## src/rtl/seg7_scan_decoder.sv

```systemverilog
// rtl/seg7_scan_decoder.sv - multiplexed 7-segment bus reader, decodes scanned digits back to hex nibbles
// Optional decimal-point monitoring is enabled with `define SEG7_DP_EN.
module seg7_scan_decoder #(
    parameter int N_DIG      = 4,
    parameter int STABLE_CYC = 8
) (
    input  logic                 clk,
    input  logic                 rst_n,
    input  logic [6:0]           seg_n_i,
    input  logic [N_DIG-1:0]     dig_sel_n_i,
`ifdef SEG7_DP_EN
    input  logic                 dp_n_i,
    output logic [N_DIG-1:0]     dp_o,
`endif
    output logic [4*N_DIG-1:0]   value_o,
    output logic [N_DIG-1:0]     err_o,
    output logic                 valid_o,
    input  logic                 ready_i,
    output logic                 ovf_o
);

    typedef enum logic [1:0] {
        IDLE    = 2'd0,
        SETTLE  = 2'd1,
        CAPTURE = 2'd2,
        HOLD    = 2'd3
    } state_t;

    localparam logic [8:0] STABLE_LIM = 9'(STABLE_CYC);

    state_t               state, state_d;
    logic [7:0]           cnt, cnt_d;
    logic [8:0]           cnt_inc;

    logic [6:0]           seg_m, seg_s, seg_p;
    logic [N_DIG-1:0]     dig_m, dig_s, dig_p;
    logic                 dp_same;
    logic                 dp_lit;

    logic [N_DIG-1:0]     sel_s, sel_p;
    logic                 legal, same, cap;

    logic [4*N_DIG-1:0]   sh_val, sh_val_nxt;
    logic [N_DIG-1:0]     sh_err, sh_err_nxt;
    logic [N_DIG-1:0]     sh_dp, sh_dp_nxt;
    logic [N_DIG-1:0]     bitmap, bitmap_nxt;
    logic                 frame_done, out_free;
    logic [4:0]           dec;

    // Returns {illegal, nibble}; illegal patterns decode to nibble 0.
    function automatic logic [4:0] decode7(input logic [6:0] p);
        case (p)
            7'h40:   decode7 = 5'h00;
            7'h79:   decode7 = 5'h01;
            7'h24:   decode7 = 5'h02;
            7'h30:   decode7 = 5'h03;
            7'h19:   decode7 = 5'h04;
            7'h12:   decode7 = 5'h05;
            7'h02:   decode7 = 5'h06;
            7'h78:   decode7 = 5'h07;
            7'h00:   decode7 = 5'h08;
            7'h18:   decode7 = 5'h09;
            7'h08:   decode7 = 5'h0A;
            7'h03:   decode7 = 5'h0B;
            7'h46:   decode7 = 5'h0C;
            7'h21:   decode7 = 5'h0D;
            7'h06:   decode7 = 5'h0E;
            7'h0E:   decode7 = 5'h0F;
            default: decode7 = 5'h10;
        endcase
    endfunction

    always_ff @(posedge clk or negedge rst_n) begin
        if (!rst_n) begin
            seg_m <= '0;
            seg_s <= '0;
            seg_p <= '0;
            dig_m <= '0;
            dig_s <= '0;
            dig_p <= '0;
        end else begin
            seg_m <= seg_n_i;
            seg_s <= seg_m;
            seg_p <= seg_s;
            dig_m <= dig_sel_n_i;
            dig_s <= dig_m;
            dig_p <= dig_s;
        end
    end

`ifdef SEG7_DP_EN
    logic dp_m, dp_s, dp_p;

    always_ff @(posedge clk or negedge rst_n) begin
        if (!rst_n) begin
            dp_m <= 1'b0;
            dp_s <= 1'b0;
            dp_p <= 1'b0;
        end else begin
            dp_m <= dp_n_i;
            dp_s <= dp_m;
            dp_p <= dp_s;
        end
    end

    assign dp_same = (dp_s == dp_p);
    assign dp_lit  = ~dp_p;
`else
    assign dp_same = 1'b1;
    assign dp_lit  = 1'b0;
`endif

    assign sel_s   = ~dig_s;
    assign sel_p   = ~dig_p;
    assign legal   = (sel_s != '0) && ((sel_s & (sel_s - 1'b1)) == '0);
    assign same    = (seg_s == seg_p) && (dig_s == dig_p) && dp_same;
    assign cnt_inc = {1'b0, cnt} + 9'd1;

    always_ff @(posedge clk or negedge rst_n) begin
        if (!rst_n) begin
            state <= IDLE;
            cnt   <= '0;
        end else begin
            state <= state_d;
            cnt   <= cnt_d;
        end
    end

    // A change seen during CAPTURE must restart settling, otherwise HOLD would
    // compare against the already-updated previous sample and miss it.
    always_comb begin
        state_d = state;
        cnt_d   = cnt;
        case (state)
            IDLE: begin
                if (legal) begin
                    state_d = SETTLE;
                    cnt_d   = 8'd1;
                end else begin
                    cnt_d   = 8'd0;
                end
            end
            SETTLE: begin
                if (!legal) begin
                    state_d = IDLE;
                    cnt_d   = 8'd0;
                end else if (!same) begin
                    cnt_d   = 8'd1;
                end else begin
                    cnt_d   = cnt_inc[7:0];
                    if (cnt_inc == STABLE_LIM)
                        state_d = CAPTURE;
                end
            end
            CAPTURE, HOLD: begin
                if (!legal) begin
                    state_d = IDLE;
                    cnt_d   = 8'd0;
                end else if (!same) begin
                    state_d = SETTLE;
                    cnt_d   = 8'd1;
                end else if (state == CAPTURE) begin
                    state_d = HOLD;
                end
            end
            default: begin
                state_d = IDLE;
                cnt_d   = 8'd0;
            end
        endcase
    end

    // In CAPTURE the previous-sample registers hold the value that was counted stable.
    assign cap = (state == CAPTURE);
    assign dec = decode7(seg_p);

    always_comb begin
        sh_val_nxt = sh_val;
        sh_err_nxt = sh_err;
        sh_dp_nxt  = sh_dp;
        bitmap_nxt = bitmap;
        for (int k = 0; k < N_DIG; k++) begin
            if (cap && sel_p[k]) begin
                sh_val_nxt[4*k +: 4] = dec[3:0];
                sh_err_nxt[k]        = dec[4];
                sh_dp_nxt[k]         = dp_lit;
                bitmap_nxt[k]        = 1'b1;
            end
        end
    end

    assign frame_done = cap && (&bitmap_nxt);
    assign out_free   = !valid_o || ready_i;

    always_ff @(posedge clk or negedge rst_n) begin
        if (!rst_n) begin
            sh_val  <= '0;
            sh_err  <= '0;
            sh_dp   <= '0;
            bitmap  <= '0;
            value_o <= '0;
            err_o   <= '0;
            valid_o <= 1'b0;
            ovf_o   <= 1'b0;
        end else begin
            sh_val <= sh_val_nxt;
            sh_dp  <= sh_dp_nxt;
            ovf_o  <= frame_done && !out_free;
            if (frame_done) begin
                bitmap <= '0;
                sh_err <= '0;
            end else begin
                bitmap <= bitmap_nxt;
                sh_err <= sh_err_nxt;
            end
            if (frame_done && out_free) begin
                value_o <= sh_val_nxt;
                err_o   <= sh_err_nxt;
                valid_o <= 1'b1;
            end else if (valid_o && ready_i) begin
                valid_o <= 1'b0;
            end
        end
    end

`ifdef SEG7_DP_EN
    always_ff @(posedge clk or negedge rst_n) begin
        if (!rst_n)
            dp_o <= '0;
        else if (frame_done && out_free)
            dp_o <= sh_dp_nxt;
    end
`else
    logic unused_dp;
    assign unused_dp = &{1'b0, sh_dp, dp_lit};
`endif

endmodule

```

## config.mk

```make
export PLATFORM = sky130hd
export DESIGN_NAME = seg7_scan_decoder
export DESIGN_NICKNAME = d
export VERILOG_FILES = /design/src/rtl/seg7_scan_decoder.sv
export SDC_FILE = /design/constraint.sdc
export NUM_CORES = 1
export LEC_CHECK = 0
export ABC_AREA = 1
export BUFFER_PORTS_ARGS = -buffer_cell sky130_fd_sc_hd__buf_2
export CORE_MARGIN = 4
export CORE_UTILIZATION = 53
export DETAILED_ROUTE_END_ITERATION = 8
export PLACE_DENSITY = 0.75
export SYNTH_ARGS = -nofsm -noshare
export SYNTH_HDL_FRONTEND = slang
export SYNTH_SLANG_ARGS = --single-unit
export TNS_END_PERCENT = 1
```

## constraint.sdc

```tcl
create_clock -name clk -period 1.62 [get_ports clk]
set_clock_uncertainty 0.1 [all_clocks]
set_input_delay 0.081 -clock clk [delete_from_list [all_inputs] [get_ports clk]]
set_output_delay 0.081 -clock clk [all_outputs]
set_load 0.01 [all_outputs]
```

# After elaboration in Yosys (flattened, before gate mapping)
# Index checks and enable logic that the tools add are counted.
# totals
n_memories	0
inputBits	14
latch_bits	0
output_inout_bits	22
register_bits	89
romBits	0
mem_bits_rw	0
# op_classes
multipliers	0
reduce_logical	21
shift	0
add_sub_neg	2
eq_ne	26
magnitude_cmp	0
n_div	0
mux	31
bitwise	3
# op_table
op	count
$pmux W5 S16	1
$mux W8	4
$eq A7 B7 Y1 const B	4
$mux W4	6
$pmux W8 S3	1
$eq A7 B5 Y1 const B	3
$eq A7 B6 Y1 const B	3
$eq A7 B2 Y1 const B	2
$eq A7 B4 Y1 const B	2
$mux W2	7
$mux W1	11
$logic_and A1 B1 Y1	10
$add A8 B1 Y9 const B	1
$eq A9 B4 Y1 const B	1
$ne A3 B3 Y1 const B	3
$not A4 Y4	2
$reduce_and A4 Y1	2
$eq A7 B3 Y1 const B	1
$eq A7 B7 Y1	1
$logic_not A7 Y1	1
$pmux W2 S3	1
$and A4 B4 Y4	1
$eq A2 B2 Y1 const B	2
$eq A4 B4 Y1	1
other kinds (11)	12

# Longest topological paths before layout
# Gate-level depths: netlist of run 1.
# logic_depth
ltp_word	7
mapped_depth	12

# Worst setup path before layout of run 1
# No wires, ideal clock.
# synth_path
kind	reg2reg
startpoint	register state[0]
endpoint	register value_o[13]
arrival_time_ps	1442
slack_ps	-46
n_path_buf	1
synth_period_minus_slack_ps	1666
setup_ps	124
stages_incl_launch_ff	12
path_cell_list	dfrtp_1 > nor2_4 > nand2_2 > nand2_2 > inv_2 > nor3_4 > nand2_4 > nor2_8 > inv_2 > buf_6 > nand2_1 > nand2_1
# synth_via
elab_chain_cells	6
word_cells_on_any_way	13
# synth_lines
item	line_no	text
start, declared	31	state_t state, state_d;
start signal, assigned	124	state <= state_d;
$eq A2 B2 Y1 *	174	assign cap = (state == CAPTURE);
$logic_and A1 B1 Y1	183	if (cap && sel_p[k]) begin
$mux W1	183	
$reduce_and A4 Y1	192	assign frame_done = cap && (&bitmap_nxt);
$logic_and A1 B1 Y1	192	
$logic_and A1 B1 Y1	216	if (frame_done && out_free) begin
end signal, assigned	217	value_o <= sh_val_nxt;
end, declared	15	output logic [4*N_DIG-1:0] value_o,
# Every way passes the cells marked *; elsewhere a longest branch is shown, timed or not.
# A chain may end at the register's enable or synchronous reset.

# Worst setup path after layout of run 1
# layout_path
startpoint	register seg_p[3]
endpoint	register value_o[10]
# layout_via
elab_chain_cells	3
word_cells_on_any_way	18
# layout_lines
item	line_no	text
start, declared	35	logic [6:0] seg_m, seg_s, seg_p;
start signal, assigned	84	seg_p <= seg_s;
$eq A7 B4 Y1 (tied with other cells)	52	case (p)
$pmux W5 S16 *	52	
$mux W4 *	183	
named net sh_val_nxt[10]	43	logic [4*N_DIG-1:0] sh_val, sh_val_nxt;
# The timed path passes the listed nets; every way through them passes the cells marked *.

==> results of run 1 <==
-- cells in the final DEF, fill, tap and decap left out, types with 6 or more instances in the layout --
cell	netlist	layout
or2_2	8	8
o21a_1	6	6
clkbuf_8	0	10
nand2_1	149	146
buf_2	0	34
nor2_2	1	9
dfrtp_1	89	85
o21ai_0	18	6
o21ai_2	0	8
dlygate4sd3_1	0	13
inv_1	54	47
nor2_1	38	27
inv_2	4	9
nand3_1	45	41
buf_4	0	29
and2_1	6	6
-- power by group through the flow --
stage | Clock (uW) | Combinational, uW | Sequential, uW
final | 2010 | 1250 | 2810
after floorplan | 0 | 699 | 2880
after CTS | 2040 | 1210 | 2810
after global placement | 0 | 1120 | 2820
after detailed placement | 0 | 1160 | 2850
after global routing | 2140 | 1430 | 2850
-- path summary, 6_finish.rpt --
check | startpoint | to | cells after the start
worst max-delay path | seg_p[3] | value_o[10] | 10
max in group asynchronous | rst_n | value_o[14] | 3
worst max register to register | seg_p[3] | value_o[10] | 10
worst min register to register | seg_m[0] | seg_s[0] | 0
min in group clk | seg_m[0] | seg_s[0] | 0
worst min-delay path | rst_n | value_o[0] | 2
-- cell type report --
type	instances	area, um2	share of cell area [%]
flip-flops and latches	89	2232	44.82
clock inverters	6	137.6	2.764
inverters	58	222.7	4.472
clock buffers	10	137.6	2.764
well taps	99	123.9	2.487
repair buffers	80	598.1	12.01
multi-input cells	304	1528	30.68
-- registers in the layout, indices dropped and copies added, names as in the netlist --
signal / flops
state: 2
dig_p: 4
dig_s: 4
value_o: 16
ovf_o: 1
valid_o: 1
seg_p: 7
seg_s: 7
bitmap: 4
sh_err: 4
seg_m: 7
err_o: 4
dig_m: 4
sh_val: 16
cnt: 8
-- routing by layer --
metal | wire (um) | up-vias | share of wire [%] | global-route usage [%]
li1 | - | 1603 | - | -
met1 | 3469 | 1491 | 45 | 24.79
met2 | 3805 | 61 | 50 | 31.52
met3 | 283 | 11 | 3.7 | 3.205
met4 | 110 | 0 | 1.4 | 8.183
met5 | 0 | - | 0 | 0
-- metrics by stage --
stage | total power [uW] | instance area (um2)
3_5_place_dp | 4007 | 4420
2_1_floorplan | 3579 | 3905
6_report | 6072 | 4980
4_1_cts | 6061 | 4887
3_3_place_gp | 3947 | 4420
5_1_grt | 6421 | 4980
-- logic make-up after synthesis --
group / after synthesis
AOI/OAI and AO/OA: 35
adders and majority gates: 1
buffers and inverters: 63
and+or+nand+nor: 264
xor gates and xnor gates: 4
DFF: 89
-- what timing repair did --
item	in CTS	in global routing
hold buffers	13	0
buffers inserted	0	2
hold endpoints to repair	102	0
resized for setup	34	24
endpoints found under the setup margin	52	53
pin swaps	5	2
-- critical path, cell delays in order, from the launching register on --
cell     delay [ns]
dfrtp_2        0.44
buf_12         0.14
nand3_1        0.12
nor2_1         0.07
a21oi_1        0.18
nand2_1        0.12
nor2_1         0.12
buf_4          0.16
o21ai_2        0.07
nand2_1        0.06
nand2_1        0.04
==> qor.txt, run 1 <==
status: finished with violations
violated checks: setup timing
clock power share: 33.2%
Sw Ratio: 26.88%
GR Util All Layers: 19.07%
drt pass-1 iters: 5
top cell type's share of synthesized area: 57.03%
DRC viols: 0
Final TNS setup: -1.550 ns
Switching Power: 1632 uW
Skew-Pair Late Insertion Delay: 0.35 ns
port bufs: 35
grt ovf: 0
Internal Power: 4440 uW
Post-Syn Area: 3905 um2
chip width: 93.84 um
Detailed Route Iter0 Violations: 100
Slew headroom: 72.98%
core area: 7214 um2
layout cell share with drive strength beyond 1: 26.33%
number of global-route vias before repair: 3134
largest family of logic cells by synthesized area: simple AND/OR/NAND/NOR gates
remaining antenna violation count: 0
Post-synth ARST share: 100.0%
largest fanout on the critical path: 4
H-tree levels: 3
Non-Filler Instances: 646
xor/xnor share of the synthesized area: 0.8971%
measured slew at the worst slew-check pin: 0.4053 ns
Post-Synth Simple-Gate Area: 29.73%
worst setup margin: -0.09013 ns
maximum clock path buffer count: 2
Seq/Total Area, Yosys: 57.03%
Logic pwr share: 20.6%
CTS tree: yes
DR vias/cell: 4.901
PwrDens: 1219 nW/um2
count leader, synth: nand2_1
CTS Sinks: 89
Synth Net Count: 471
Ports: 36
Ant. Diodes: 0
area leader, netlist: dfrtp_1
Synth area leaders: dfrtp_1, nand2_1, nand3_1, inv_1, nor2_1
Syn Area/Cell: 8.564 um2
highest clock rate: 584.8 MHz
EDFF count, synth: 0
Synth Warn #: 0
R2R Setup Slk: -0.09 ns
Startpoint Class: flip-flop
Final #Nets: 557
Area growth, synth to finish: 27.52%
first-pass GRT wire length: 13.48 mm
Worst Path Arrival: 1.86 ns
die area: 8805 um2
required time of the critical path: 1.77 ns
placed cells: 615
RSZ-0062 raised after global routing: yes
Synth Register Bits: 89
Mapped Cells: 456
VDD IR max: 0.6550 mV
TritonCTS Buffers: 9
CTS Root Cell: clkbuf_8
top cells by count, synth: nand2_1, dfrtp_1, inv_1
Final Setup Violations: 35
post-synthesis adder-cell area fraction: 0.3204%
Routed WL: 7.669 mm
final worst-path cycle share: 105.6%
Filler Cells Inserted: 573
Worst Setup End Kind: flip-flop
DR WL/cell: 11.87 um
dpl ws: -0.1996 ns
max cap viols: 0
pin count of the biggest net entering global routing: 33
Seq pwr share: 46.2%
number of library cell types mapped by synthesis: 28
post-synthesis mux area share: 0%
Synth Flop Type: dfrtp_1
HPWL after detailed placement: 5.443 mm
die span in y: 93.84 um
Starting Density: 54.13%
Clock Pin Slew Worst Setup and Hold Paths: 0.09 ns
Pleak: 0.002641 uW
final count of hold timing violations: 0
num rows: 31
post-layout min period: 1.710 ns
fin util: 69.03%
gpl congestion: 0.8910
Slew Limit Fails: 0
number of antenna violations at the first check in global routing: 0
critical path class: flip-flop to flip-flop
via count: 3166
min-delay worst type: input pin to async pin
Hold Slack: 0.1006 ns
Compound-Gate Fraction of Synth Area: 5.191%
Note: power is estimated with default switching activity, not from simulation.
==> run 2, diff against run 1 <==
--- a/config.mk
+++ b/config.mk
@@ -7,10 +7,12 @@
 export LEC_CHECK = 0
 export ABC_AREA = 1
 export BUFFER_PORTS_ARGS = -buffer_cell sky130_fd_sc_hd__buf_2
+export CELL_PAD_IN_SITES_DETAIL_PLACEMENT = 0
+export CELL_PAD_IN_SITES_GLOBAL_PLACEMENT = 1
 export CORE_MARGIN = 4
-export CORE_UTILIZATION = 53
+export CORE_UTILIZATION = 48
 export DETAILED_ROUTE_END_ITERATION = 8
-export PLACE_DENSITY = 0.75
+export PLACE_DENSITY_LB_ADDON = 0.1
 export SYNTH_ARGS = -nofsm -noshare
 export SYNTH_HDL_FRONTEND = slang
 export SYNTH_SLANG_ARGS = --single-unit
==> constraint.sdc (replaced) <==
create_clock -name clk -period 2.2 [get_ports clk]
set_clock_uncertainty 0.1 [all_clocks]
set_input_delay 0.11 -clock clk [delete_from_list [all_inputs] [get_ports clk]]
set_output_delay 0.11 -clock clk [all_outputs]
set_load 0.01 [all_outputs]
==> qor.txt, run 2 (synthesis gave the netlist of run 1 again) <==
DRC viols: 0 (unchanged)
Ports: 36 (unchanged)
worst setup margin: 0.2331 ns (+0.3232 ns)
placed cells: 594 (-3.4%)
Worst Setup End Kind: flip-flop
TritonCTS Buffers: 9 (unchanged)
GR Util All Layers: 17.41% (-1.7 points)
chip width: 98.20 um (+4.6%)
largest fanout on the critical path: 20 (+16)
Clock Pin Slew Worst Setup and Hold Paths: 0.10 ns (about the same)
DR vias/cell: 4.754 (-3.0%)
Slew Limit Fails: 0 (unchanged)
Final Setup Violations: 0 (-100%)
layout cell share with drive strength beyond 1: 14.97% (-11 points)
gpl congestion: 0.8445 (-5.2%)
CTS tree: yes
Max stage delay cell, worst path: dfrtp_1
remaining antenna violation count: 0 (unchanged)
Pleak: 0.002461 uW (-6.8%)
highest clock rate: 508.4 MHz (-13%)
VDD IR max: 0.4123 mV (-37%)
Slew headroom: 70.01% (-3.0 points)
grt ovf: 0 (unchanged)
Final #Nets: 531 (-4.7%)
Filler Cells Inserted: 707 (+23%)
PwrDens: 909.3 nW/um2 (-25%)
Ant. Diodes: 0 (unchanged)
Final TNS setup: 0 ns (+1.550 ns)
Detailed Route Iter0 Violations: 143 (+43%)
Worst Path Arrival: 2.17 ns (+0.31 ns)
H-tree levels: 3 (unchanged)
Top Registers: sh_val (16), value_o (16), cnt (8)
number of antenna violations at the first check in global routing: 0 (unchanged)
maximum clock path buffer count: 2 (unchanged)
via count: 2962 (-6.4%)
Buf+Inv Stages, Crit Path: 2 (unchanged)
Sw Ratio: 29.27% (+2.4 points)
Switching Power: 1219 uW (-25%)
port bufs: 35 (unchanged)
pin count of the biggest net entering global routing: 56 (+70%)
Seq pwr share: 49.8% (+3.6 points)
Area growth, synth to finish: 17.27%
RSZ-0062 raised after global routing: no
num rows: 32 (+3.2%)
drt pass-1 iters: 4 (-1)
CTS Sinks: 89 (unchanged)
most frequent CP cell: nor2_4
clock power share: 31.2% (-2.0 points)
critical path class: flip-flop to flip-flop
Crit path max-delay family: simple AND/OR/NAND/NOR gates
post-CTS resize count: 0 (-100%)
core area: 7807 um2 (+8.2%)
crit-path cells: nor2_4, inv_2, nor2_4, or2_1, nand2_4, nor2_8, buf_4, o211ai_1, nand2_1
die span in y: 98.20 um (+4.6%)
total chip power: 4164 uW (-31%)
Post-CTS Hold Buffers: 13 (unchanged)
number of global-route vias before repair: 2926 (-6.6%)
DR WL/cell: 12.17 um (+2.5%)
status: complete, no violations
Logic pwr share: 19.0% (-1.6 points)
Internal Power: 2945 uW (-34%)
die area: 9642 um2 (+9.5%)
Routed WL: 7.584 mm (-1.1%)
required time of the critical path: 2.40 ns (+0.63 ns)
max cap viols: 0 (unchanged)
dpl ws: 0.2495 ns (+0.4490 ns)
postcts setup bufs: 0 (unchanged)
post-layout min period: 1.967 ns (+0.2568 ns)
slowest stage delay, CP: 0.47 ns (+0.03 ns)
HPWL after detailed placement: 5.314 mm (-2.4%)
Starting Density: 50.02% (-4.1 points)
first-pass GRT wire length: 13.59 mm (+0.88%)
Cell Area, Placed: 4219 um2 (-4.6%)
Skew-Pair Late Insertion Delay: 0.36 ns (about the same)
min-delay worst type: input pin to async pin
Non-Filler Instances: 623 (-3.6%)
final worst-path cycle share: 89.40% (-16 points)
Startpoint Class: flip-flop
CTS Root Cell: clkbuf_8
most common cell after layout, fill and taps aside: nand2_1
measured slew at the worst slew-check pin: 0.4499 ns (+0.04461 ns)
most frequent cells in the layout: nand2_1, dfrtp_1, inv_1, nand3_1, nor2_1
post-route cell area: 4579 um2 (-8.0%)
final count of hold timing violations: 0 (unchanged)
[run 2: cell count changes in the layout (fill, tap and decap cells not counted), sizes merged]
cell / delta
bufinv: -2
inv: +3
clkbuf: -1
buf: -26
[run 2: area by class of cell]
class / instances / area, um2 / area share (%)
Clock inverter: 7 / 106.4 / 2.322
Multi-Input combinational cell: 304 / 1411 / 30.82
Clock buffer: 9 / 123.9 / 2.705
Timing Repair Buffer: 54 / 365.4 / 7.978
Inverter: 58 / 217.7 / 4.754
Sequential cell: 89 / 2227 / 48.63
Tap cell: 102 / 127.6 / 2.787
[run 2: stage by stage]
step	hold WS, ns	utilization [%]
floorplan	-0.2856	-
global placement	-0.007094	54.04
detailed placement	-0.004639	54.04
CTS	0.1387	58.65
global route	0.1547	58.65
finish	0.1285	58.65
[run 2: worst reg2reg max path, delay by kind of cell, from the launching register on]
family / cells / cell delay, ns
AO/OA/AOI/OAI: 1 / 0.17
buffers and inverters: 2 / 0.31
AND/OR/NAND/NOR: 6 / 0.85
flip-flops: 1 / 0.47
[run 2: metal layers]
metal / global-route usage, % / wire [um]
met4: 4.832 / 82
met2: 27.17 / 3467
met5: 0 / 0
met3: 4.214 / 249
met1: 24.51 / 3785
[run 2: power by group through the flow]
stage / Combinational [uW] / Sequential (uW) / Clock, uW
3_5_place_dp: 780 / 2110 / 0
3_3_place_gp: 770 / 2100 / 0
4_1_cts: 802 / 2080 / 1330
6_report: 791 / 2070 / 1300
2_1_floorplan: 514 / 2120 / 0
5_1_grt: 911 / 2120 / 1420
[run 2: final timing paths]
path / startpoint / end / slack (ns) / cells past startpoint
max: state[0] / value_o[5] / 0.23 / 9
min: rst_n / value_o[0] / 0.13 / 2
max reg2reg: state[0] / value_o[5] / 0.23 / 9
min reg2reg: dig_m[0] / dig_s[0] / 0.25 / 0
max in group asynchronous: rst_n / seg_p[4] / 1.23 / 3
min in group clk: dig_m[0] / dig_s[0] / 0.25 / 0
